==> src/rtl/generador_pulsos_corriente.sv <==
// Pushbutton front end for the current-setpoint counter.
// Two raw buttons are synchronized and debounced, then a small FSM turns the
// debounced levels into single-cycle up/down command pulses, with auto-repeat
// while a button is held and a lockout when both buttons are pressed.

// Per-button debouncer: the level follows the input only after it has
// disagreed for DEB_CYCLES consecutive cycles.
module gpc_debounce #(
  parameter int DEB_CYCLES = 1000000,
  parameter int CNT_W      = 26
) (
  input  logic clkp,
  input  logic resetp,
  input  logic s_i,
  output logic d_o
);

  logic [CNT_W-1:0] cnt_q, cnt_d;
  logic             d_q, d_d;

  // Count disagreeing cycles; any agreeing cycle restarts the count.
  always_comb begin
    cnt_d = cnt_q;
    d_d   = d_q;
    if (s_i != d_q) begin
      if (cnt_q == CNT_W'(DEB_CYCLES - 1)) begin
        d_d   = s_i;
        cnt_d = '0;
      end else begin
        cnt_d = cnt_q + 1'b1;
      end
    end else begin
      cnt_d = '0;
    end
  end

  // Debounce state registers.
  always_ff @(posedge clkp or posedge resetp) begin
    if (resetp) begin
      cnt_q <= '0;
      d_q   <= 1'b0;
    end else begin
      cnt_q <= cnt_d;
      d_q   <= d_d;
    end
  end

  assign d_o = d_q;

endmodule

module generador_pulsos_corriente #(
  parameter int DEB_CYCLES    = 1000000,
  parameter int HOLD_CYCLES   = 50000000,
  parameter int REPEAT_CYCLES = 20000000,
  parameter int CNT_W         = 26
) (
  input  logic clkp,
  input  logic resetp,
  input  logic btn_upp,
  input  logic btn_downp,
  output logic enp,
  output logic upp,
  output logic downp
);

  localparam int NUM_BTN = 2;
  localparam int B_UP    = 0;
  localparam int B_DN    = 1;

  typedef enum logic [1:0] {IDLE, WAIT_HOLD, REPEAT, LOCKOUT} state_e;
  typedef enum logic {DIR_UP, DIR_DN} dir_e;

  logic [NUM_BTN-1:0] raw, sync1_q, sync2_q, deb;

  assign raw = {btn_downp, btn_upp};

  // Two-flop synchronizer for both raw buttons.
  always_ff @(posedge clkp or posedge resetp) begin
    if (resetp) begin
      sync1_q <= '0;
      sync2_q <= '0;
    end else begin
      sync1_q <= raw;
      sync2_q <= sync1_q;
    end
  end

  for (genvar i = 0; i < NUM_BTN; i++) begin : g_deb
    gpc_debounce #(
      .DEB_CYCLES (DEB_CYCLES),
      .CNT_W      (CNT_W)
    ) u_deb (
      .clkp   (clkp),
      .resetp (resetp),
      .s_i    (sync2_q[i]),
      .d_o    (deb[i])
    );
  end

  state_e           state_q, state_d;
  dir_e             dir_q, dir_d;
  logic [CNT_W-1:0] t_q, t_d, t_lim;
  logic             up_q, up_d, dn_q, dn_d, en_q, en_d;
  logic             act, opp;

  // Level of the button that started the current hold, and of the other one.
  assign act = (dir_q == DIR_UP) ? deb[B_UP] : deb[B_DN];
  assign opp = (dir_q == DIR_UP) ? deb[B_DN] : deb[B_UP];

  // Next-state logic; release and opposite-press win over a timer match.
  always_comb begin
    state_d = state_q;
    dir_d   = dir_q;
    t_d     = t_q;
    up_d    = 1'b0;
    dn_d    = 1'b0;
    t_lim   = (state_q == WAIT_HOLD) ? CNT_W'(HOLD_CYCLES - 1)
                                     : CNT_W'(REPEAT_CYCLES - 1);
    case (state_q)
      IDLE: begin
        case ({deb[B_DN], deb[B_UP]})
          2'b01: begin
            up_d    = 1'b1;
            dir_d   = DIR_UP;
            t_d     = '0;
            state_d = WAIT_HOLD;
          end
          2'b10: begin
            dn_d    = 1'b1;
            dir_d   = DIR_DN;
            t_d     = '0;
            state_d = WAIT_HOLD;
          end
          2'b11:   state_d = LOCKOUT;
          default: state_d = IDLE;
        endcase
      end
      WAIT_HOLD, REPEAT: begin
        if (!act) begin
          state_d = IDLE;
        end else if (opp) begin
          state_d = LOCKOUT;
        end else if (t_q == t_lim) begin
          up_d    = (dir_q == DIR_UP);
          dn_d    = (dir_q == DIR_DN);
          t_d     = '0;
          state_d = REPEAT;
        end else begin
          t_d = t_q + 1'b1;
        end
      end
      LOCKOUT: begin
        if (deb == '0) state_d = IDLE;
      end
      default: state_d = IDLE;
    endcase
    en_d = up_d | dn_d;
  end

  // FSM state, hold timer and registered command outputs.
  always_ff @(posedge clkp or posedge resetp) begin
    if (resetp) begin
      state_q <= IDLE;
      dir_q   <= DIR_UP;
      t_q     <= '0;
      up_q    <= 1'b0;
      dn_q    <= 1'b0;
      en_q    <= 1'b0;
    end else begin
      state_q <= state_d;
      dir_q   <= dir_d;
      t_q     <= t_d;
      up_q    <= up_d;
      dn_q    <= dn_d;
      en_q    <= en_d;
    end
  end

  assign upp   = up_q;
  assign downp = dn_q;
  assign enp   = en_q;

endmodule

==> config.mk <==
export PLATFORM = sky130hd
export DESIGN_NAME = generador_pulsos_corriente
export DESIGN_NICKNAME = d
export VERILOG_FILES = /design/src/rtl/generador_pulsos_corriente.sv
export SDC_FILE = /design/constraint.sdc
export NUM_CORES = 1
export LEC_CHECK = 0
export BUFFER_PORTS_ARGS = -buffer_cell sky130_fd_sc_hd__clkbuf_2
export CORE_ASPECT_RATIO = 0.9
export CORE_UTILIZATION = 35
export CTS_BUF_LIST = sky130_fd_sc_hd__clkbuf_16
export DETAILED_ROUTE_END_ITERATION = 7
export SYNTH_ARGS = -nofsm -noshare
export SYNTH_HDL_FRONTEND = slang
export SYNTH_SLANG_ARGS = --single-unit
==> constraint.sdc <==
create_clock -name clkp -period 6.7 [get_ports clkp]
set_input_delay 0.67 -clock clkp [delete_from_list [all_inputs] [get_ports clkp]]
set_output_delay 0.67 -clock clkp [all_outputs]
set_load 0.01 [all_outputs]
==> results.txt, run 1 <==
- DR DRC count: 0
- Distinct cell type count after synthesis: 41
- The number of gates resized after CTS was 0.
- Along the worst path, the maximum fanout reaches 14.
* Die X: 124 um
* Placed inst area: 4800 um2
- The final route contains 3,211 vias.
- CTS built an H-tree with a depth of 3.
* Top-level port count: 7
- M3 GR Usage: 0.0476
- Busiest grt layer: met2
- The number of cells on the worst reg-to-reg path is 7.
- Max Clk Rate: 403 MHz
* Total negative slack for setup checks: 0 ns
- Critical register-to-register path endpoint: t_q[17]
* Number of inserted diodes: 0
- Using the TritonRoute via totals, the vias-per-cell ratio works out to 5.02.
* Post-CTS setup buffer count: 0
* YS warnings: 0
- The detail route stage leaves a number of antenna-violating nets equal to 0.
- Switching part of the total: 0.209
- Number of filler instances in the final layout: 1,273
- Number of max-slew violations in the final report: 0
- The later pin in the worst-skew pair is clocked with a latency of 0.34 ns.
- The number of global-route vias before repair was 3,247.
* Total Routing Usage GR: 0.140
- Buffers inserted to repair hold after CTS numbered 0.
- Detailed placement ended at an HPWL of 5.75 mm.
- Worst Path Buf+Inv: 1
- Routed length per instance: 13.3 um
- In this run the standard cell core region covers 12,800 um2.
- Synthesis produced a netlist whose cell count is 471.
* RSZ-0062 raised after global routing: false
* WP depth: 7
* Launching point of the worst reg2reg path: state_q[0]
- Largest delay contributor family on the critical path: compound AO/OA/AOI/OAI gates
- Summed over all nets, the switching power comes to 0.000220 W.
* Leakage power: 2.21 nW
- Category of the worst setup path launch point: flop
* Worst clock skew: 0.00864 ns
* Post-Syn Area per Cell: 9.91 um2
- In this run the power density over the cells is 208 nW/um2.
- CTS Root Cell: sky130_fd_sc_hd__clkbuf_16
* Nets in the synthesized netlist: 487
* Detailed Routing Iterations Pass 1: 4
- Logic gate share of total power: 0.021
- Vertical die dimension: 112 um
* Initial Util: 0.364
* Met1 Resource Use GR: 0.188
- In this run the worst setup path terminates at t_q[17].
* Delay of the slowest cell on the worst path: 0.65 ns
- For the pin with the worst max-slew slack, the measured transition is 1.16 ns.
* Routing usage on met2: 0.211
- Worst Setup End Kind: flop
- Setup violations remaining at the end of the flow were counted as 0.
- The clock net in this run drives a total of 90 sinks.
* Clock period minus worst slack: 2.48 ns
- Number of buffers inserted by port buffering: 6
- Max-cap violations in this run came to 0.
- Relative to the synthesized area, the layout overhead comes to 8.71%.
- IR Drop Worst-Case VDD: 0.000119 V
- Outcome: finished, final reports clean
- The first global-routing pass estimated 15.2 mm of wire.
- Among all stages on the critical path, the largest delay is contributed by sky130_fd_sc_hd__a311oi_4.
- Arr. time, crit path: 2.71 ns
- Post-synthesis sequential area ratio: 0.482
* Top FF cell, synth: sky130_fd_sc_hd__dfrtp_1
- Initial antenna violation count: 0
* Source of the critical timing path: state_q[0]
- Layout Cell Area excl Fill: 5070 um2
- Yosys mapped a number of flops with a built-in enable equal to 0.
- Clock tree synthesis inserted a total of 9 buffers.
* Slew margin rel.: 0.222
- After synthesis the cells add up to 4670 um2.
- Routed wire length: 8.51 mm
- CP Cell Sequence: inv_1, ha_1, mux2i_1, a311oi_4, nand4_1, xor2_1, nor2_1
* Clock power frac: 0.456
- The first routing iteration left 185 violations.
- Die area: 13,800 um2
- Final cycle utilization of the critical path: 0.370
* Proportion of layout cells with a drive suffix above 1: 0.0714
- Clock slew at the register clock pins of the worst setup and hold paths: 0.06 ns
* Top library cells by usage in the layout, fill and taps aside: 90 x sky130_fd_sc_hd__dfrtp_1, 84 x sky130_fd_sc_hd__nor2_1, 61 x sky130_fd_sc_hd__xor2_1
- Synthesis inferred 90 register bits.
- For this run the aggregate overflow at the end of global routing stands at 0.
* Fin nets: 488
* Maximum number of pins on one net before global-route repair: 77
* Sequential share of power: 0.523
- TritonCTS built the clock tree.
- Data on the critical path is required at its endpoint by 6.93 ns.
- Maximum count of clock buffers along a single path: 2
- Routability-driven placement finished with a final weighted congestion of 0.806.
* Post-synthesis async set-or-reset flop share: 1.00
- The final number of hold-violating endpoints was 0.
* Internal reg-to-reg setup slack: 4.22 ns
- Start-to-end type of the worst setup path: flop to flop
- Cell internal power was estimated by the tool at 0.000834 W.
- The worst hold path belongs to the class input pin to async pin.
- Most common cell after layout, fill and taps aside: sky130_fd_sc_hd__dfrtp_1
- Number of core rows: 39
-- cell families after synthesis --
logic type               share of synthesized area
AO/OA/AOI/OAI                               0.0311
adder cells (fa/ha/maj)                     0.0322
flip-flops                                   0.482
XOR/XNOR                                     0.137
multiplexers                                0.0155
AND/OR/NAND/NOR                              0.267
buffers and inverters                       0.0348
-- synth_stat cells (2+ instances only) --
master	instances	share of area
sky130_fd_sc_hd__nor4b_1	4	0.0075
sky130_fd_sc_hd__nor4_2	2	0.0054
sky130_fd_sc_hd__buf_2	4	0.0043
sky130_fd_sc_hd__and3_1	14	0.019
sky130_fd_sc_hd__and4_1	6	0.011
sky130_fd_sc_hd__and2_1	4	0.0054
sky130_fd_sc_hd__o31ai_1	2	0.0032
sky130_fd_sc_hd__inv_1	13	0.010
sky130_fd_sc_hd__nor4_1	11	0.015
sky130_fd_sc_hd__o21ai_0	5	0.0054
sky130_fd_sc_hd__dfrtp_1	90	0.48
sky130_fd_sc_hd__ha_1	12	0.032
sky130_fd_sc_hd__mux2i_1	5	0.011
sky130_fd_sc_hd__nand4_1	31	0.042
sky130_fd_sc_hd__o22ai_1	2	0.0027
sky130_fd_sc_hd__mux2_2	2	0.0048
sky130_fd_sc_hd__buf_4	2	0.0032
sky130_fd_sc_hd__or2_2	2	0.0027
sky130_fd_sc_hd__xor2_1	61	0.11
sky130_fd_sc_hd__nand3b_1	4	0.0064
sky130_fd_sc_hd__buf_6	5	0.012
sky130_fd_sc_hd__nand3_1	37	0.040
sky130_fd_sc_hd__nand2b_1	5	0.0067
sky130_fd_sc_hd__xnor2_1	12	0.023
sky130_fd_sc_hd__clkbuf_1	6	0.0048
sky130_fd_sc_hd__nor3_1	2	0.0021
sky130_fd_sc_hd__nand2_1	31	0.025
sky130_fd_sc_hd__nor2_1	84	0.068
-- worst min-delay path by stage --
stage,from,end,slack [ns],depth (start not counted)
2_1_floorplan,sync1_q[0],sync2_q[0],0.33,0
3_3_place_gp,sync1_q[1],sync2_q[1],0.38,0
3_5_place_dp,sync1_q[1],sync2_q[1],0.39,0
4_1_cts,resetp,t_q[19],0.22,2
5_1_grt,resetp,t_q[19],0.24,2
6_report,resetp,t_q[19],0.22,2
-- final cells by class --
class | count | area, um2 | area share
clock buffers | 9 | 225 | 0.0444
repair buffers | 7 | 37.5 | 0.00740
flip-flops and latches | 90 | 2250 | 0.444
clock inverters | 6 | 51.3 | 0.0101
multi-input cells | 351 | 2250 | 0.444
inverters | 13 | 50.0 | 0.00986
well taps | 164 | 205 | 0.0404
-- metrics by stage --
stage / total power (W) / setup slack (ns) / hold WS [ns] / utilization / instances
2_1_floorplan: 0.000579 / 3.69 / 0.331 / - / 471
3_3_place_gp: 0.000584 / 4.28 / 0.382 / 0.374 / 625
3_5_place_dp: 0.000585 / 4.22 / 0.386 / 0.374 / 625
4_1_cts: 0.00107 / 4.21 / 0.221 / 0.395 / 640
5_1_grt: 0.00110 / 4.04 / 0.235 / 0.395 / 640
6_report: 0.00105 / 4.22 / 0.224 / 0.395 / 640
-- metal layers --
metal	routed length [um]	share of wire	up-vias
li1	-	-	1615
met1	4380	0.51	1559
met2	3770	0.44	32
met3	252	0.030	5
met4	104	0.012	0
met5	0	0	-
-- power groups by stage --
stage | Combinational, W | Clock (W) | Sequential [W]
global placement | 0.0000231 | 0 | 0.000561
global route | 0.0000269 | 0.000519 | 0.000552
finish | 0.0000223 | 0.000480 | 0.000551
CTS | 0.0000237 | 0.000496 | 0.000551
floorplan | 0.0000191 | 0 | 0.000560
detailed placement | 0.0000237 | 0 | 0.000561
-- flip-flops by register name, indices dropped and copies added (netlist names) --
signal / count
t_q: 26
downp: 1
sync2_q: 2
state_q: 2
upp: 1
dir_q: 1
sync1_q: 2
g_deb.u_deb.cnt_q: 52
g_deb.u_deb.d_o: 2
enp: 1
Note: power is estimated with default switching activity, not from simulation.
==> run 2, diff against run 1 <==
Clock period 6.7 ns to 2.2 ns, I/O delays scaled along.
==> run 2 against run 1 <==
- the run now ends with hold timing left
- combinational power rose to 3.7 times the previous value
- sequential share of layout area fell by 2.7 points
- worst setup slack lost 4.1 ns
- final area rose by 6.4%
- largest power group unchanged
==> results.txt, run 2 (synthesized netlist as in run 1, its figures left out) <==
- Outcome: finished with violations (was finished, final reports clean).
* Failing checks: hold timing
- Post-layout worst setup margin: 0.103 ns (was 4.22 ns)
- The CTS tree is yes (unchanged).
* Routed length per instance: 13.4 um (was 13.3 um)
- The layout cell share with drive strength beyond 1 is 0.130 (was 0.0714).
* Number of max-slew violations in the final report: 0 (unchanged)
- Number of core rows: 39 (unchanged)
- The largest fanout on the critical path is 4 (was 14).
- Area of the multi-input gates: 2310 um2 (was 2250 um2)
* Clock period minus worst slack: 2.10 ns (was 2.48 ns)
- The wire length of the first global-routing pass is 15.0 mm (was 15.2 mm).
* Die X: 124 um (unchanged)
* Final ANT Viol Nets: 0 (unchanged)
- The maximum VDD drop is 0.000371 V (was 0.000119 V).
- Number of filler instances in the final layout: 1,243 (was 1,273)
- The top-level port count is 7 (unchanged).
- The count of endpoints failing setup in the final report was 0 (unchanged).
* Max Clk Rate: 477 MHz (was 403 MHz)
* Routed wire length: 8.93 mm (was 8.51 mm)
- The routability congestion estimate from global placement was 0.818 (was 0.806).
- The die span in y was 112 um (unchanged).
- The final number of hold-violating endpoints is 13 (was 0).
- The total global routing overflow came to 0 (unchanged).
* Max-cap violations: 0 (unchanged)
* Area of all sequential standard cells: 2250 um2 (unchanged)
- Via count of the first global-routing pass: 3,182 (was 3,247)
* Clock slew at the register clock pins of the worst setup and hold paths: 0.06 ns (about the same)
- Area of the core: 12,800 um2 (unchanged)
- The number of vias in the routed layout was 3,326 (was 3,211).
- The total die area was 13,800 um2 (unchanged).
- Detailed Routing Iterations Pass 1: 4 (unchanged)
* Number of buffers inserted by port buffering: 6 (unchanged)
- The DRC marker count from the first detailed-route iteration is 212 (was 185).
- Required time reported for the critical path endpoint: 2.45 ns (was 6.93 ns)
- Total Routing Usage GR: 0.140 (about the same)
* Launching point of the worst reg2reg path: state_q[1] (was state_q[0])
- The largest net degree at the start of global routing is 91 (was 77).
- Leakage power: 2.35 nW (was 2.21 nW)
- The kind of end point of the critical path is a flop (unchanged).
* Average via count per standard cell: 5.00 (was 5.02)
- Top library cells by usage in the layout, fill and taps aside: 90 x sky130_fd_sc_hd__dfrtp_1, 84 x sky130_fd_sc_hd__nor2_1, 61 x sky130_fd_sc_hd__xor2_1 (unchanged).
- The kind of critical path was flop to flop (unchanged).
* Flip-flop count of the largest register, all copies and words added: 52 (unchanged)
- Worst clock skew: 0.00940 ns (was 0.00864 ns)
- The worst hold slack was -0.0235 ns (was 0.224 ns).
* TritonCTS Buffers: 9 (unchanged)
- The layout-stage area growth over the synthesis result was 15.7% (was 8.71%).
- Most common cell after layout, fill and taps aside: sky130_fd_sc_hd__dfrtp_1 (unchanged)
- The type of the tightest min-delay check is input pin to async pin (unchanged).
- The antenna cell count was 0 (unchanged).
* Category of the worst setup path launch point: flop (unchanged)
- The count of clock tree sinks was 90 (unchanged).
- Source of the critical timing path: state_q[1] (was state_q[0])
* Post-detail-place hpwl: 5.70 mm (was 5.75 mm)
* Fin nets: 513 (was 488)
- The ratio of final minimum period to clock period was 0.953 (was 0.370).
- Initial Util: 0.364 (unchanged)
- CTS Root Cell: sky130_fd_sc_hd__clkbuf_16 (unchanged)
- DR DRC count: 0 (unchanged)
- Maximum count of clock buffers along a single path: 2 (unchanged)
* Initial antenna violation count: 0 (unchanged)
- The level count of the clock H-tree is 3 (unchanged).
* Most flop-heavy register: g_deb.u_deb.cnt_q (unchanged)
- Largest registers ranked by flip-flop count: g_deb.u_deb.cnt_q: 52 flops, t_q: 26 flops (unchanged)
- The arrival time of the worst setup path was 2.35 ns (was 2.71 ns).
- The slew of the pin with the lowest slew margin is 0.482 ns (was 1.16 ns).
- The relative max-transition margin is 0.679 (was 0.222).
* Power per unit of standard cell area: 619 nW/um2 (was 208 nW/um2)
- The clock insertion delay at the later pin of the skew report was 0.35 ns (was 0.34 ns).
* Worst slack at placement: 0.0219 ns (was 4.22 ns)
## run 2: changes by cell type in the layout (fill, tap and decap cells not counted), moves of 2 or more
| cell | previous run | this run |
|---|---|---|
| sky130_fd_sc_hd__nor4_1 | 11 | 9 |
| sky130_fd_sc_hd__o31ai_2 | 0 | 2 |
| sky130_fd_sc_hd__o31ai_1 | 2 | 0 |
| sky130_fd_sc_hd__buf_4 | 1 | 18 |
| sky130_fd_sc_hd__buf_12 | 0 | 4 |
| sky130_fd_sc_hd__dlygate4sd3_1 | 0 | 2 |
| sky130_fd_sc_hd__clkinv_2 | 3 | 0 |
## run 2: final cells by class
type | count | share of cell area
Clock inverter | 6 | 0.0139
Clock buffer | 9 | 0.0417
Inverter | 13 | 0.00973
Timing Repair Buffer | 31 | 0.0512
Sequential cell | 90 | 0.417
Tap cell | 164 | 0.0380
Multi-Input combinational cell | 352 | 0.428
## run 2: critical path: stages (launching register included)
cell and delay (ns):
sky130_fd_sc_hd__dfrtp_1 0.38, sky130_fd_sc_hd__inv_2 0.06, sky130_fd_sc_hd__ha_2 0.17, sky130_fd_sc_hd__or4b_4 0.49
sky130_fd_sc_hd__nor4_4 0.22, sky130_fd_sc_hd__o2111a_2 0.29, sky130_fd_sc_hd__buf_6 0.12, sky130_fd_sc_hd__nand2_2 0.06
sky130_fd_sc_hd__o31ai_2 0.20
## run 2: timing repair
item                                    4_1_cts  5_1_grt
endpoints found under the setup margin       17       55
pin swaps                                     1        3
gates cloned                                  0        1
gates resized for setup                       0       12
hold buffers                                  2        0
endpoints found under the hold margin         2        0
buffers inserted                              0        5
## run 2: routing by layer
metal / share of wire / vias up / track usage
met5: 0 / - / 0
met4: 0.012 / 0 / 0.0410
met3: 0.037 / 7 / 0.0538
met2: 0.45 / 43 / 0.206
met1: 0.50 / 1603 / 0.188
li1: - / 1673 / -
## run 2: where the power goes
group / leakage, nW / switching [W] / internal, W
combinational: 0.958 / 0.0000567 / 0.0000256
clock: 0.153 / 0.000607 / 0.000972
sequential: 1.24 / 0.0000110 / 0.00167
total: 2.35 / 0.000675 / 0.00267
## run 2: path summary, 6_finish.rpt
kind | endpoint | slack, ns | cells after the start
min | sync1_q[1] | -0.02 | 3
min reg2reg | sync2_q[0] | 0.39 | 0
min in group clkp | sync2_q[0] | 0.39 | 0
max | downp | 0.10 | 8
max reg2reg | downp | 0.10 | 8
max in group asynchronous | downp | 1.84 | 3
## run 2: per-stage QoR
stage | instance area [um2] | power (W) | util | std cells | setup TNS, ns
after floorplan | 4670 | 0.00176 | - | 471 | 0
after global placement | 4980 | 0.00179 | 0.388 | 642 | 0
after detailed placement | 4980 | 0.00179 | 0.388 | 642 | 0
after CTS | 5300 | 0.00340 | 0.413 | 659 | 0
after global routing | 5400 | 0.00349 | 0.421 | 665 | -0.0170
final | 5400 | 0.00334 | 0.421 | 665 | 0
